### src/rtl/alu_exec_unit.sv
// Execute-stage ALU: single-cycle logic/arith/shift ops plus an iterative shift-add multiplier.
// Results and the zero flag are registered; ready_o drops while a multiply is in progress.
module alu_exec_unit #(
    parameter int WIDTH = 32
) (
    input  logic             clk_i,
    input  logic             rst_i,
    input  logic             flush_i,
    input  logic             valid_i,
    output logic             ready_o,
    input  logic [3:0]       ALUCtrl_i,
    input  logic [WIDTH-1:0] data1_i,
    input  logic [WIDTH-1:0] data2_i,
    output logic             valid_o,
    output logic [WIDTH-1:0] result_o,
    output logic             zero_o
);

    localparam int SH_W = $clog2(WIDTH);
    localparam logic [SH_W-1:0] CNT_LAST = SH_W'(WIDTH - 1);
    localparam logic [3:0] OP_MUL = 4'b0101;

    typedef enum logic {
        IDLE,
        MUL
    } state_t;

    state_t           state, state_next;
    logic             is_mul;
    logic             mul_last;
    logic [SH_W-1:0]  cnt;
    logic [WIDTH-1:0] mcand;
    logic [WIDTH-1:0] mplier;
    logic [WIDTH-1:0] acc;
    logic [WIDTH-1:0] acc_next;
    logic [WIDTH-1:0] alu_res;

    // Single-cycle ops; mul and unknown codes give 0 here (mul result comes from the iterator).
    function automatic logic [WIDTH-1:0] alu_compute(input logic [3:0] op,
                                                     input logic signed [WIDTH-1:0] a,
                                                     input logic signed [WIDTH-1:0] b);
        logic [SH_W-1:0] sh;
        logic [WIDTH-1:0] r;
        sh = b[SH_W-1:0];
        case (op)
            4'b0000: r = a & b;
            4'b0001: r = a ^ b;
            4'b0010: r = a << sh;
            4'b0011: r = a + b;
            4'b0100: r = a - b;
            4'b0110: r = a + b;
            4'b0111: r = a >>> sh;
            4'b1000: r = a + b;
            4'b1001: r = a - b;
            default: r = '0;
        endcase
        return r;
    endfunction

    assign ready_o  = (state == IDLE);
    assign is_mul   = (ALUCtrl_i == OP_MUL);
    assign mul_last = (cnt == CNT_LAST);
    assign alu_res  = alu_compute(ALUCtrl_i, data1_i, data2_i);
    assign acc_next = mplier[0] ? acc + mcand : acc;

    always_ff @(posedge clk_i) begin
        if (rst_i) begin
            state <= IDLE;
        end else begin
            state <= state_next;
        end
    end

    always_comb begin
        state_next = state;
        if (flush_i) begin
            state_next = IDLE;
        end else begin
            case (state)
                IDLE:    if (valid_i && is_mul) state_next = MUL;
                MUL:     if (mul_last) state_next = IDLE;
                default: state_next = IDLE;
            endcase
        end
    end

    // Datapath: flush leaves result_o/zero_o untouched, only kills the op in flight.
    always_ff @(posedge clk_i) begin
        if (rst_i) begin
            valid_o  <= 1'b0;
            result_o <= '0;
            zero_o   <= 1'b0;
            cnt      <= '0;
            acc      <= '0;
            mcand    <= '0;
            mplier   <= '0;
        end else begin
            valid_o <= 1'b0;
            if (flush_i) begin
                cnt <= '0;
            end else if (state == IDLE) begin
                if (valid_i) begin
                    if (is_mul) begin
                        mcand  <= data1_i;
                        mplier <= data2_i;
                        acc    <= '0;
                        cnt    <= '0;
                    end else begin
                        result_o <= alu_res;
                        zero_o   <= (alu_res == '0);
                        valid_o  <= 1'b1;
                    end
                end
            end else begin
                acc    <= acc_next;
                mcand  <= mcand << 1;
                mplier <= mplier >> 1;
                cnt    <= cnt + SH_W'(1);
                if (mul_last) begin
                    result_o <= acc_next;
                    zero_o   <= (acc_next == '0);
                    valid_o  <= 1'b1;
                end
            end
        end
    end

endmodule

### config.mk
export PLATFORM = sky130hd
export DESIGN_NAME = alu_exec_unit
export DESIGN_NICKNAME = d
export VERILOG_FILES = /design/src/rtl/alu_exec_unit.sv
export SDC_FILE = /design/constraint.sdc
export NUM_CORES = 1
export LEC_CHECK = 0
export ABC_AREA = 1
export CAP_MARGIN = 10
export CORE_ASPECT_RATIO = 0.5
export CORE_MARGIN = 4
export CORE_UTILIZATION = 25
export DETAILED_ROUTE_END_ITERATION = 12
export HOLD_SLACK_MARGIN = 0.03
export PLACE_DENSITY = 0.49
export SETUP_SLACK_MARGIN = 0.02
export SYNTH_ARGS = -nofsm -noshare
export SYNTH_HDL_FRONTEND = slang
export SYNTH_SLANG_ARGS = --single-unit
export TNS_END_PERCENT = 1
### constraint.sdc
create_clock -name clk_i -period 6.3 [get_ports clk_i]
set_input_delay 1.26 -clock clk_i [delete_from_list [all_inputs] [get_ports clk_i]]
set_output_delay 1.26 -clock clk_i [all_outputs]
set_load 0.01 [all_outputs]
==> metrics, run 1 <==
normalized max-slew margin=0.254; Hold Path Class=flop to flop; period utilization=0.825; critical path startpoint category=primary input; Crit path top cell by count=sky130_fd_sc_hd__nand2_1; Post-Route Skew=about 19 ps; floorplan row count=64; leading register cell type out of synthesis=sky130_fd_sc_hd__dfxtp_1; synthesized flop and latch total=136; layout overhead on the synthesized area=15.6%; share of synthesized cell area in full adder, half adder and majority cells=0.0819; residual antenna-violating net count after detailed routing=0; endpoint of the worst register-to-register path=zero_o$_SDFFE_PP0P_; CTS Buffer Depth=2; total of cells resized after clock tree synthesis=0; count of input and output buffers=106; Hold Crit Endpoint=mplier[31]$_SDFFE_PP0P_; gr usage total=0.212; fraction of power spent switching nets=0.386; VDD IR-drop max=0.145 mV; Netlist cell types=50; FF-to-FF setup slack=3180 ps; Clock Sinks=136; IO Count=107; highest fanout seen on the critical path=5; dpl hpwl=around 57 mm; number of nets produced by synthesis=between 2,000 and 3,000; number of inserted diodes=0; Flop pwr share=0.293; final cell area excluding filler cells=17,900 sq um; number of global-route vias before repair=between 15,000 and 20,000; Period minus WS final=5200 ps; setup repair after global routing missed its margin=false; hold_buf cts=0; final-layout setup total negative slack=0 ps; highest attainable clock frequency=between 150 and 200 MHz; Iter 0 DRT Violations=approximately 2,100; cell depth of the worst hold path=2; Post-Synth Simple-Gate Area=0.462; number of pins with negative max-slew slack in the final report=0; Synth area leader=sky130_fd_sc_hd__nand2_1; 1st-pass router iterations=7; total global routing overflow=0; CP endpoint kind=flop; R2R depth=18; Placed Cells incl. Taps=3,605; CTS tree=done; postcts setup bufs=0; required time worst endpoint=6640 ps; result of the run=finished clean; area of the die=66,200 sq um; tightest hold margin=~470 ps; cell types with the highest counts after synthesis=948 x sky130_fd_sc_hd__nand2_1, 435 x sky130_fd_sc_hd__nand3_1, 221 x sky130_fd_sc_hd__inv_1, 197 x sky130_fd_sc_hd__nor2_1, 183 x sky130_fd_sc_hd__o21ai_0; Detailed Route WL=72.3 mm; clock-pin slew on the worst setup and hold paths=around 70 ps; detailed-route DRC error count=0; Die X-Extent=360 um; Yosys top cell area share=0.230; sequential fraction of the synthesis area=0.176; post-synthesis instance total=about 2,800; cell area after placement=17,200 sq um; path type of the worst setup path=primary input to flop; number of synthesized flops with an enable pin=0; number of buffers created by CTS=17; Pleak=between 8 and 9 nW; starting density of the core=0.253; detailed-route via count=~19,000; RePlAce Congestion=0.982; antenna violations before repair=4; Die Height=about 180 um; fin cells=3,637; setup ws final=1100 ps; Worst path max stage delay=500 ps; post-DR wirelength/cell=19.9 um; Synth warnings=0; launch instance of the worst min-delay path=mplier[31]$_SDFFE_PP0P_; detail-routed via count per cell=slightly above 5; number of H-tree branching levels=4; part of the total power dissipated in combinational logic=0.343; minimum setup slack after placement=752 ps; Final Power=3.08 mW; leading cell types by total area after synthesis=sky130_fd_sc_hd__nand2_1 23%, sky130_fd_sc_hd__dfxtp_1 18%, sky130_fd_sc_hd__nand3_1 14%; Max-cap violations=0; share of cells above drive strength 1=0.0441; number of nets in the final layout=2,971; global-route wire length before repair=108 mm; total count of hold-check failures in the final report=0; critical path arrival=about 5500 ps; share of the synthesized area in compound gates (AO/OA/AOI/OAI)=0.161; number of fillers in the final layout=7,046; main combinational cell family by area after synthesis=simple AND/OR/NAND/NOR gates; actual slew at the worst max-slew pin=roughly 1100 ps; core outline area=61,200 sq um; Skew-Pair Late Insertion Delay=between 400 and 500 ps; master cell of the clock root buffer=sky130_fd_sc_hd__clkbuf_16; area taken by flip-flops and latches=2730 sq um; post-synthesis share of cell area spent on xor and xnor gates=0.0232; multi-input logic area=11,300 sq um; part of the total power dissipated in the clock network=0.364; area of the mapped netlist=15,500 sq um; Crit-path slowest cell=sky130_fd_sc_hd__clkdlybuf4s50_1; maximum number of pins on one net before global-route repair=74; startpoint of the lowest-slack register-to-register path=mcand[2]$_SDFFE_PP0P_; most frequent cell after synthesis=sky130_fd_sc_hd__nand2_1; number of setup violations in the final report=0; average cell area after synthesis=5.58 sq um; power density over cell area=172 nW/um^2; Post-Route Utilization=0.292; proportion of synthesized flip-flops having asynchronous set or reset=0; multiplexer area fraction after synthesis=0; P_sw=1.19 mW; internal power consumption=1.89 mW
flip-flops by register name, indices dropped and copies added (netlist names):
name	count
acc	32
mcand	32
mplier	32
result_o	32
cnt	5
state	1
valid_o	1
zero_o	1
cells in the final DEF (no fill, tap or decap), types with 37 or more instances in the layout:
cell,instances
sky130_fd_sc_hd__nand2_1,948
sky130_fd_sc_hd__nand3_1,435
sky130_fd_sc_hd__inv_1,220
sky130_fd_sc_hd__nor2_1,195
sky130_fd_sc_hd__o21ai_0,183
sky130_fd_sc_hd__dfxtp_1,135
sky130_fd_sc_hd__a21oi_1,115
sky130_fd_sc_hd__clkdlybuf4s50_1,104
sky130_fd_sc_hd__ha_1,98
sky130_fd_sc_hd__a31oi_1,81
sky130_fd_sc_hd__buf_4,37
critical path, delay by kind of cell:
family	cells	cell delay, ps
compound gates	1	380
xor+xnor	1	70
fa+ha+maj	2	590
buf+inv	4	710
simple gates	19	2500
logic make-up after synthesis:
family	Yosys count
compound gates	442
fa+ha+maj	100
flops	136
xor+xnor	41
buf+inv	366
simple gates	1685
worst max path at each step:
stage	startpoint	end	slack, ps
2_1_floorplan	data2_i[1]	zero_o$_SDFFE_PP0P_	1530
4_1_cts	data2_i[0]	zero_o$_SDFFE_PP0P_	1190
5_1_grt	data2_i[0]	zero_o$_SDFFE_PP0P_	670
3_5_place_dp	data2_i[0]	zero_o$_SDFFE_PP0P_	750
6_report	data2_i[0]	zero_o$_SDFFE_PP0P_	1100
3_3_place_gp	data2_i[4]	zero_o$_SDFFE_PP0P_	740
final cells by class:
class                      instances  area share
multi-input combinational       2268       0.630
sequential                       136       0.153
timing repair buffer             143      0.0743
clock inverter                    14      0.0120
tap                              825      0.0577
inverter                         233      0.0493
clock buffer                      18      0.0240
power groups by stage:
stage,Clock (mW),Combinational (mW),Sequential [mW]
2_1_floorplan,0,0.623,0.920
3_3_place_gp,0,1.03,0.922
3_5_place_dp,0,1.03,0.922
4_1_cts,1.13,1.04,0.903
5_1_grt,1.17,1.16,0.904
6_report,1.12,1.06,0.903
per-layer routing:
layer / up-vias / global-route usage / wire (um)
li1: 9292 / - / -
met1: 8665 / 0.292 / 33100
met2: 701 / 0.323 / 30300
met3: 134 / 0.0400 / 5610
met4: 6 / 0.0889 / 3270
met5: - / 0 / 44
Power figures use the tool's default switching activity.
==> run 2: changes to the inputs <==
--- a/config.mk
+++ b/config.mk
@@ -12,7 +12,7 @@
 export CORE_UTILIZATION = 25
 export DETAILED_ROUTE_END_ITERATION = 12
 export HOLD_SLACK_MARGIN = 0.03
-export PLACE_DENSITY = 0.49
+export PLACE_DENSITY = 0.51
 export SETUP_SLACK_MARGIN = 0.02
 export SYNTH_ARGS = -nofsm -noshare
 export SYNTH_HDL_FRONTEND = slang
==> constraint.sdc (replaced) <==
create_clock -name clk_i -period 4.4 [get_ports clk_i]
set_input_delay 0.88 -clock clk_i [delete_from_list [all_inputs] [get_ports clk_i]]
set_output_delay 0.88 -clock clk_i [all_outputs]
set_load 0.01 [all_outputs]
==> metrics, run 2 (synthesis results as in run 1) <==
antenna violations before repair=1; Hold Path Class=flop to flop; setup ws final=about 250 ps; normalized max-slew margin=0.381; Max-cap violations=0; number of H-tree branching levels=4; number of global-route vias before repair=18,585; launch instance of the worst min-delay path=mplier[1]$_SDFFE_PP0P_; final-layout setup total negative slack=0 ps; CTS tree=done; commonest non-fill, non-tap cells in the layout=939 x sky130_fd_sc_hd__nand2_1, 421 x sky130_fd_sc_hd__nand3_1, 262 x sky130_fd_sc_hd__buf_4, 219 x sky130_fd_sc_hd__inv_1, 176 x sky130_fd_sc_hd__nor2_1; RePlAce Congestion=0.935; critical path startpoint category=primary input; Iter 0 DRT Violations=1,991; hold_buf cts=0; maximum number of pins on one net before global-route repair=around 130; Clock Sinks=about 140; number of inserted diodes=0; detailed-route via count=between 15,000 and 20,000; post-DR wirelength/cell=19.1 um; dpl hpwl=59.1 mm; clock-pin slew on the worst setup and hold paths=60 ps; CP endpoint kind=flop; IO Count=roughly 110; floorplan row count=64; area taken by flip-flops and latches=2730 sq um; Final Power=4.59 mW; FF-to-FF setup slack=~1300 ps; VDD IR-drop max=0.251 mV; Post-Route Skew=12.3 ps; Worst path max stage delay=around 530 ps; required time worst endpoint=4790 ps; Die X-Extent=roughly 360 um; multi-input logic area=around 12,000 sq um; startpoint of the lowest-slack register-to-register path=mcand[0]$_SDFFE_PP0P_; result of the run=finished clean; highest attainable clock frequency=241 MHz; gr usage total=0.216; number of setup violations in the final report=0; Die Height=roughly 180 um; 1st-pass router iterations=7; global-route wire length before repair=111 mm; master cell of the clock root buffer=sky130_fd_sc_hd__clkbuf_16; number of nets in the final layout=3,203; Pleak=9.60 nW; R2R depth=19; actual slew at the worst max-slew pin=927 ps; number of fillers in the final layout=6,936; Skew-Pair Late Insertion Delay=about 450 ps; starting density of the core=0.253; number of buffers created by CTS=17; number of pins with negative max-slew slack in the final report=0; core outline area=61,200 sq um; critical path arrival=around 4500 ps; cell depth of the worst hold path=2; Hold Crit Endpoint=mplier[0]$_SDFFE_PP0P_; Crit-path slowest cell=sky130_fd_sc_hd__clkdlybuf4s50_1; Period minus WS final=approximately 4200 ps; total count of hold-check failures in the final report=0; detail-routed via count per cell=5.11; detailed-route DRC error count=0; count of input and output buffers=106; most common cell after layout, fill and taps aside=sky130_fd_sc_hd__nand2_1; residual antenna-violating net count after detailed routing=0; power density over cell area=about 230 nW/um^2; CTS Buffer Depth=2; total global routing overflow=0; layout overhead on the synthesized area=29.4%; Detailed Route WL=74.0 mm; highest fanout seen on the critical path=11; fin cells=3,869; area of the die=66,200 sq um; period utilization=0.943; Placed Cells incl. Taps=3,824; share of cells above drive strength 1=0.143; minimum setup slack after placement=-657 ps; path type of the worst setup path=primary input to flop; endpoint of the worst register-to-register path=zero_o$_SDFFE_PP0P_
run 2: changes by cell type in the layout (fill, tap and decap cells not counted), sizes merged, moves of 4 or more:
| cell | before | now |
|---|---|---|
| bufinv | 4 | 0 |
| clkdlybuf4s50 | 104 | 95 |
| buf | 39 | 271 |
| dlymetal6s2s | 0 | 6 |
run 2: stage by stage:
| step | hold slack (ps) | util | instance area [sq um] |
|---|---|---|---|
| floorplan | 441 | - | 15500 |
| global placement | 454 | 0.310 | 18900 |
| detailed placement | 458 | 0.310 | 18900 |
| CTS | 472 | 0.321 | 19600 |
| global route | 492 | 0.327 | 20000 |
| finish | 472 | 0.327 | 20000 |
run 2: worst max-delay path by stage:
stage / from / endpoint / slack [ps] / depth (start not counted)
after global placement: data2_i[0] / zero_o$_SDFFE_PP0P_ / -660 / 31
after global routing: data2_i[13] / zero_o$_SDFFE_PP0P_ / -40 / 26
after floorplan: data2_i[1] / zero_o$_SDFFE_PP0P_ / 7 / 33
final: ALUCtrl_i[2] / zero_o$_SDFFE_PP0P_ / 250 / 29
after detailed placement: data2_i[0] / zero_o$_SDFFE_PP0P_ / -660 / 30
after CTS: data2_i[3] / zero_o$_SDFFE_PP0P_ / 50 / 30
run 2: metal layers:
metal	track usage	part of all wire	up-vias
met5	0	0	-
met3	0.0234	0.061	102
met1	0.302	0.47	9235
met4	0.0716	0.031	0
li1	-	-	9770
met2	0.349	0.44	649
run 2: final cells by class:
class,instances,share of cell area
clock buffer,17,0.0213
clock inverter,15,0.00682
inverter,233,0.0440
multi-input combinational,2268,0.583
sequential,136,0.136
tap,825,0.0516
timing repair buffer,375,0.157
run 2: critical path: cells and delay by family:
family                     cells  cell delay (ps)
adders and majority gates      1              360
xor gates and xnor gates       1              170
and+or+nand+nor               18             1710
buffers and inverters          8             1310
AOI/OAI and AO/OA              1              100
run 2: repair_timing:
item	4_1_cts	5_1_grt
resized for setup	24	84
setup buffers	4	9
pin swaps	6	29
setup endpoints to repair	14	21
run 2: where the power goes:
| part | leakage [nW] | switching [mW] | internal, mW |
|---|---|---|---|
| combinational | 8.22 | 1.13 | 0.777 |
| sequential | 1.10 | 0.0258 | 1.26 |
| clock | 0.270 | 0.657 | 0.744 |
| total | 9.60 | 1.81 | 2.78 |
==> patch 1 (config.mk and constraints of run 1) <==
Set the parameter `WIDTH` to 16 (it was 32).
--- a/src/rtl/alu_exec_unit.sv
+++ b/src/rtl/alu_exec_unit.sv
@@ -2,5 +2,5 @@
 // Results and the zero flag are registered; ready_o drops while a multiply is in progress.
 module alu_exec_unit #(
-    parameter int WIDTH = 32
+    parameter int WIDTH = 16
 ) (
     input  logic             clk_i,
Ports: changed (resized data1_i, data2_i and result_o); port bits go from 107 to 59. The function was not compared with the original's and may differ.
==> patch 1 against run 1 <==
- wire length shrank 61%
- setup slack better by 0.27 ns
- sequential cell count is 65 lower
- clock skew fell by 0.010 ns
- clock power fell by 57%
- total power fell by 53%
- final area down 53%
- area after synthesis fell by 53%
- critical endpoint is now result_o[13]
==> patch 1: results (changes against run 1) <==
<table>
<tr><th>Metric</th><th>Value</th></tr>
<tr><th colspan="2">Run status</th></tr>
<tr><td>Run status</td><td>completed (unchanged)</td></tr>
<tr><th colspan="2">Global route</th></tr>
<tr><td>Total track usage</td><td>17.2% (was 21.2%)</td></tr>
<tr><td>Global-route wire length before repair</td><td>44.3 mm (was 108 mm)</td></tr>
<tr><th colspan="2">Critical path</th></tr>
<tr><td>Worst setup path startpoint</td><td>data2_i[2] (was data2_i[0])</td></tr>
<tr><td>Flop2flop setup slack</td><td>3.70 ns (was 3.18 ns)</td></tr>
<tr><td>Cells on worst reg2reg path</td><td>15 (was 18)</td></tr>
<tr><td>Max incr delay on CP</td><td>0.77 ns (was 0.50 ns)</td></tr>
<tr><td>End point of the critical path</td><td>result_o[13] (was zero_o)</td></tr>
<tr><th colspan="2">Layout</th></tr>
<tr><td>Share of final-layout standard cells stronger than drive strength 1</td><td>4.19% (was 4.41%)</td></tr>
<tr><th colspan="2">Place</th></tr>
<tr><td>Final weighted congestion in routability-driven placement</td><td>0.922 (was 0.982)</td></tr>
<tr><td>Port-buffer cells</td><td>58 (was 106)</td></tr>
<tr><td>Placed wire-length estimate after detailed placement</td><td>22.3 mm (was 56.9 mm)</td></tr>
<tr><th colspan="2">Synth</th></tr>
<tr><td>Sequential area share after synthesis</td><td>19.5% (was 17.6%)</td></tr>
<tr><td>Top area cells in the synthesized netlist</td><td>sky130_fd_sc_hd__nand2_1 (24%), sky130_fd_sc_hd__dfxtp_1 (19%), sky130_fd_sc_hd__nand3_1 (12%), sky130_fd_sc_hd__ha_1 (8.4%), sky130_fd_sc_hd__inv_1 (6.5%) (was sky130_fd_sc_hd__nand2_1 (23%), sky130_fd_sc_hd__dfxtp_1 (18%), sky130_fd_sc_hd__nand3_1 (14%), sky130_fd_sc_hd__ha_1 (7.9%), sky130_fd_sc_hd__o21ai_0 (5.9%))</td></tr>
<tr><th colspan="2">Drt</th></tr>
<tr><td>Initial DRC Count</td><td>710 (was 2114)</td></tr>
<tr><th colspan="2">Timing</th></tr>
<tr><td>Worst-case clock skew</td><td>0.00906 ns (was 0.0193 ns)</td></tr>
<tr><td>Final period utilization</td><td>78.2% (was 82.5%)</td></tr>
<tr><td>Worst max-slew margin expressed relative to the limit</td><td>21.1% (was 25.4%)</td></tr>
<tr><th colspan="2">Pwr</th></tr>
<tr><td>Static Leakage</td><td>4.09 nW (was 8.37 nW)</td></tr>
<tr><th colspan="2">CTS</th></tr>
<tr><td>Total CTS buffers</td><td>9 (was 17)</td></tr>
</table>
patch 1: cell count changes in the layout (fill, tap and decap cells not counted), sizes merged, moves of 29 or more:
cell	before	now
nand2	970	465
nand3	436	181
o21ai	194	71
nor2	199	95
inv	233	133
a21oi	115	44
dfxtp	136	71
ha	98	49
clkdlybuf4s50	104	58
a31oi	81	46
buf	39	10
patch 1: worst min-delay path by stage:
stage	slack, ns	cells after the start	from	end
2_1_floorplan	0.44	1	cnt[3]	cnt[3]
6_report	0.47	2	mplier[1]	mplier[0]
3_5_place_dp	0.46	2	mplier[2]	mplier[1]
4_1_cts	0.47	2	mplier[2]	mplier[1]
3_3_place_gp	0.45	1	cnt[3]	cnt[3]
5_1_grt	0.49	2	mplier[8]	mplier[7]
patch 1: cell families (layout without fill, tap and decap cells):
group | count (synthesis) | count (layout) | synth area share [%]
buffers and inverters | 185 | 216 | 10.4
AND/OR/NAND/NOR | 775 | 775 | 44.8
AO/OA/AOI/OAI | 180 | 180 | 14.1
XOR/XNOR | 19 | 19 | 2.28
adder cells (fa/ha/maj) | 51 | 51 | 8.94
flip-flops | 71 | 71 | 19.5
patch 1: cell type report:
class,instances,area (µm²)
inverter,132,498
clock buffer,10,229
clock inverter,6,46.3
tap,382,478
fill,3216,19800
sequential,71,1420
timing repair buffer,68,656
multi-input combinational,1025,5130
patch 1: power groups by stage:
stage | registers (mW) | clock network [mW] | logic [mW]
after floorplan | 0.481 | 0 | 0.310
after global placement | 0.481 | 0 | 0.479
after detailed placement | 0.481 | 0 | 0.479
after CTS | 0.471 | 0.493 | 0.482
after global routing | 0.472 | 0.510 | 0.548
final | 0.471 | 0.480 | 0.484
patch 1: through the flow:
stage / cell area, µm² / hold WS, ns / std cells
2_1_floorplan: 7300 / 0.437 / 1281
3_3_place_gp: 8180 / 0.455 / 1678
3_5_place_dp: 8180 / 0.461 / 1678
4_1_cts: 8460 / 0.472 / 1694
5_1_grt: 8460 / 0.495 / 1694
6_report: 8460 / 0.470 / 1694
patch 1: routing by layer:
layer / wire, µm / track usage (%)
met5: 0 / 0
met4: 413 / 3.74
met3: 1480 / 1.86
met2: 12600 / 28.6
met1: 13600 / 24.2
==> patch 2 (flow settings as in run 1) <==
Made on the original files. Reset style: asynchronous (`rst_i`), changed in 2 clocked blocks.
--- a/src/rtl/alu_exec_unit.sv
+++ b/src/rtl/alu_exec_unit.sv
@@ -64,5 +64,5 @@
     assign acc_next = mplier[0] ? acc + mcand : acc;
 
-    always_ff @(posedge clk_i) begin
+    always_ff @(posedge clk_i or posedge rst_i) begin
         if (rst_i) begin
             state <= IDLE;
@@ -86,5 +86,5 @@
 
     // Datapath: flush leaves result_o/zero_o untouched, only kills the op in flight.
-    always_ff @(posedge clk_i) begin
+    always_ff @(posedge clk_i or posedge rst_i) begin
         if (rst_i) begin
             valid_o  <= 1'b0;
Behaviour: differs if rst_i is asserted again (counterexample within 4 cycles, from zero or initial values and one cycle with rst_i high); with rst_i held inactive, the same outputs for 4 cycles.
==> patch 2 against run 1 <==
- area after synthesis up 8.1%
- maximum frequency decreased by 1.9%
- final area up 9.3%
- highest routed layer unchanged
- sequential cell count unchanged
- setup slack worse by 0.10 ns
- critical path type unchanged
- wire length increased by 9.1%
Power is not compared: it rests on default switching activity, and its combinational part moved more than twofold at a synthesized area within 25%.
==> patch 2: results (changes against run 1) <==
<table>
<tr><th>Metric</th><th>Value</th></tr>
<tr><th colspan="2">Drt</th></tr>
<tr><td>Total wire length</td><td>78.9 mm (was 72.3 mm)</td></tr>
<tr><td>Iteration count of the initial detailed-routing pass</td><td>6 (was 7)</td></tr>
<tr><td>Count of vias placed by the detailed router</td><td>19600 (was 18800)</td></tr>
<tr><td>Initial DRC Count</td><td>1819 (was 2114)</td></tr>
<tr><th colspan="2">Critical path</th></tr>
<tr><td>Critical path fanouts, max</td><td>4 (was 5)</td></tr>
<tr><td>Cells on worst reg2reg path</td><td>15 (was 18)</td></tr>
<tr><td>Critical register-to-register path startpoint</td><td>mcand[0] (was mcand[2])</td></tr>
<tr><td>Crit path arrival time</td><td>5.70 ns (was 5.53 ns)</td></tr>
<tr><td>Max incr delay on CP</td><td>0.53 ns (was 0.50 ns)</td></tr>
<tr><th colspan="2">Timing</th></tr>
<tr><td>Worst max-slew margin expressed relative to the limit</td><td>34.7% (was 25.4%)</td></tr>
<tr><td>Smallest hold slack</td><td>0.487 ns (was 0.471 ns)</td></tr>
<tr><th colspan="2">Synth</th></tr>
<tr><td>Primary flip-flop cell chosen by synthesis mapping</td><td>sky130_fd_sc_hd__dfrtp_1 (was sky130_fd_sc_hd__dfxtp_1)</td></tr>
<tr><td>Post-synthesis instance total</td><td>2879 (was 2770)</td></tr>
<tr><td>Sequential area share after synthesis</td><td>20.4% (was 17.6%)</td></tr>
<tr><td>Post-synthesis cell type count</td><td>55 (was 50)</td></tr>
<tr><td>List of most frequent post-synthesis cells</td><td>sky130_fd_sc_hd__nand2_1 (982), sky130_fd_sc_hd__nand3_1 (425), sky130_fd_sc_hd__inv_1 (328) (was sky130_fd_sc_hd__nand2_1 (948), sky130_fd_sc_hd__nand3_1 (435), sky130_fd_sc_hd__inv_1 (221))</td></tr>
<tr><th colspan="2">Layout</th></tr>
<tr><td>Count of fill cells added during filler insertion</td><td>7530 (was 7046)</td></tr>
<tr><th colspan="2">Place</th></tr>
<tr><td>Cell count after placement</td><td>3838 (was 3605)</td></tr>
<tr><th colspan="2">Run status</th></tr>
<tr><td>Run status</td><td>completed (unchanged)</td></tr>
<tr><th colspan="2">Global route</th></tr>
<tr><td>Maximum number of pins on one net before global-route repair</td><td>101 (was 74)</td></tr>
<tr><td>Met3 Use GR</td><td>2.28% (was 4.00%)</td></tr>
<tr><td>Total track usage</td><td>21.6% (was 21.2%)</td></tr>
<tr><td>Via count of the first global-routing pass</td><td>18500 (was 17400)</td></tr>
<tr><td>Antenna violations before repair</td><td>3 (was 4)</td></tr>
<tr><td>Global-route track usage on met2</td><td>34.6% (was 32.3%)</td></tr>
<tr><th colspan="2">Min path</th></tr>
<tr><td>Endpoint with the worst hold slack</td><td>result_o[24] (was mplier[31])</td></tr>
</table>
patch 2: changes by cell type after synthesis, moves of 15 or more:
cell	before	now
sky130_fd_sc_hd__a21oi_1	115	96
sky130_fd_sc_hd__a31oi_1	81	34
sky130_fd_sc_hd__clkbuf_1	71	56
sky130_fd_sc_hd__dfrtp_1	0	136
sky130_fd_sc_hd__dfxtp_1	136	0
sky130_fd_sc_hd__inv_1	221	328
sky130_fd_sc_hd__nand2_1	948	982
sky130_fd_sc_hd__nor2_1	197	228
sky130_fd_sc_hd__o211ai_1	15	39
sky130_fd_sc_hd__o21ai_0	183	115
patch 2: cell type report:
class | instances | share of cell area, %
timing repair buffer | 195 | 8.77
inverter | 349 | 6.79
sequential | 136 | 17.4
tap | 884 | 5.66
clock inverter | 13 | 0.755
clock buffer | 19 | 2.21
multi-input combinational | 2274 | 58.4
patch 2: kinds of logic after synthesis:
| kind of cell | after synthesis | share of synthesized area [%] |
|---|---|---|
| AO/OA/AOI/OAI | 365 | 13.2 |
| adder cells (fa/ha/maj) | 100 | 7.57 |
| flip-flops | 136 | 20.4 |
| buffers and inverters | 469 | 11.5 |
| XOR/XNOR | 42 | 2.31 |
| AND/OR/NAND/NOR | 1767 | 45.1 |
patch 2: where the power goes:
group	switching (mW)	internal [mW]
clock	0.443	0.587
combinational	1.71	0.901
sequential	0.165	1.07
total	2.32	2.56
patch 2: per-layer routing:
metal / vias up / routed length (µm) / part of all wire [%]
met3: 143 / 4730 / 6.0
li1: 9579 / - / -
met1: 9215 / 36600 / 46
met4: 2 / 3240 / 4.1
met2: 698 / 34400 / 44
met5: - / 12 / 0.015
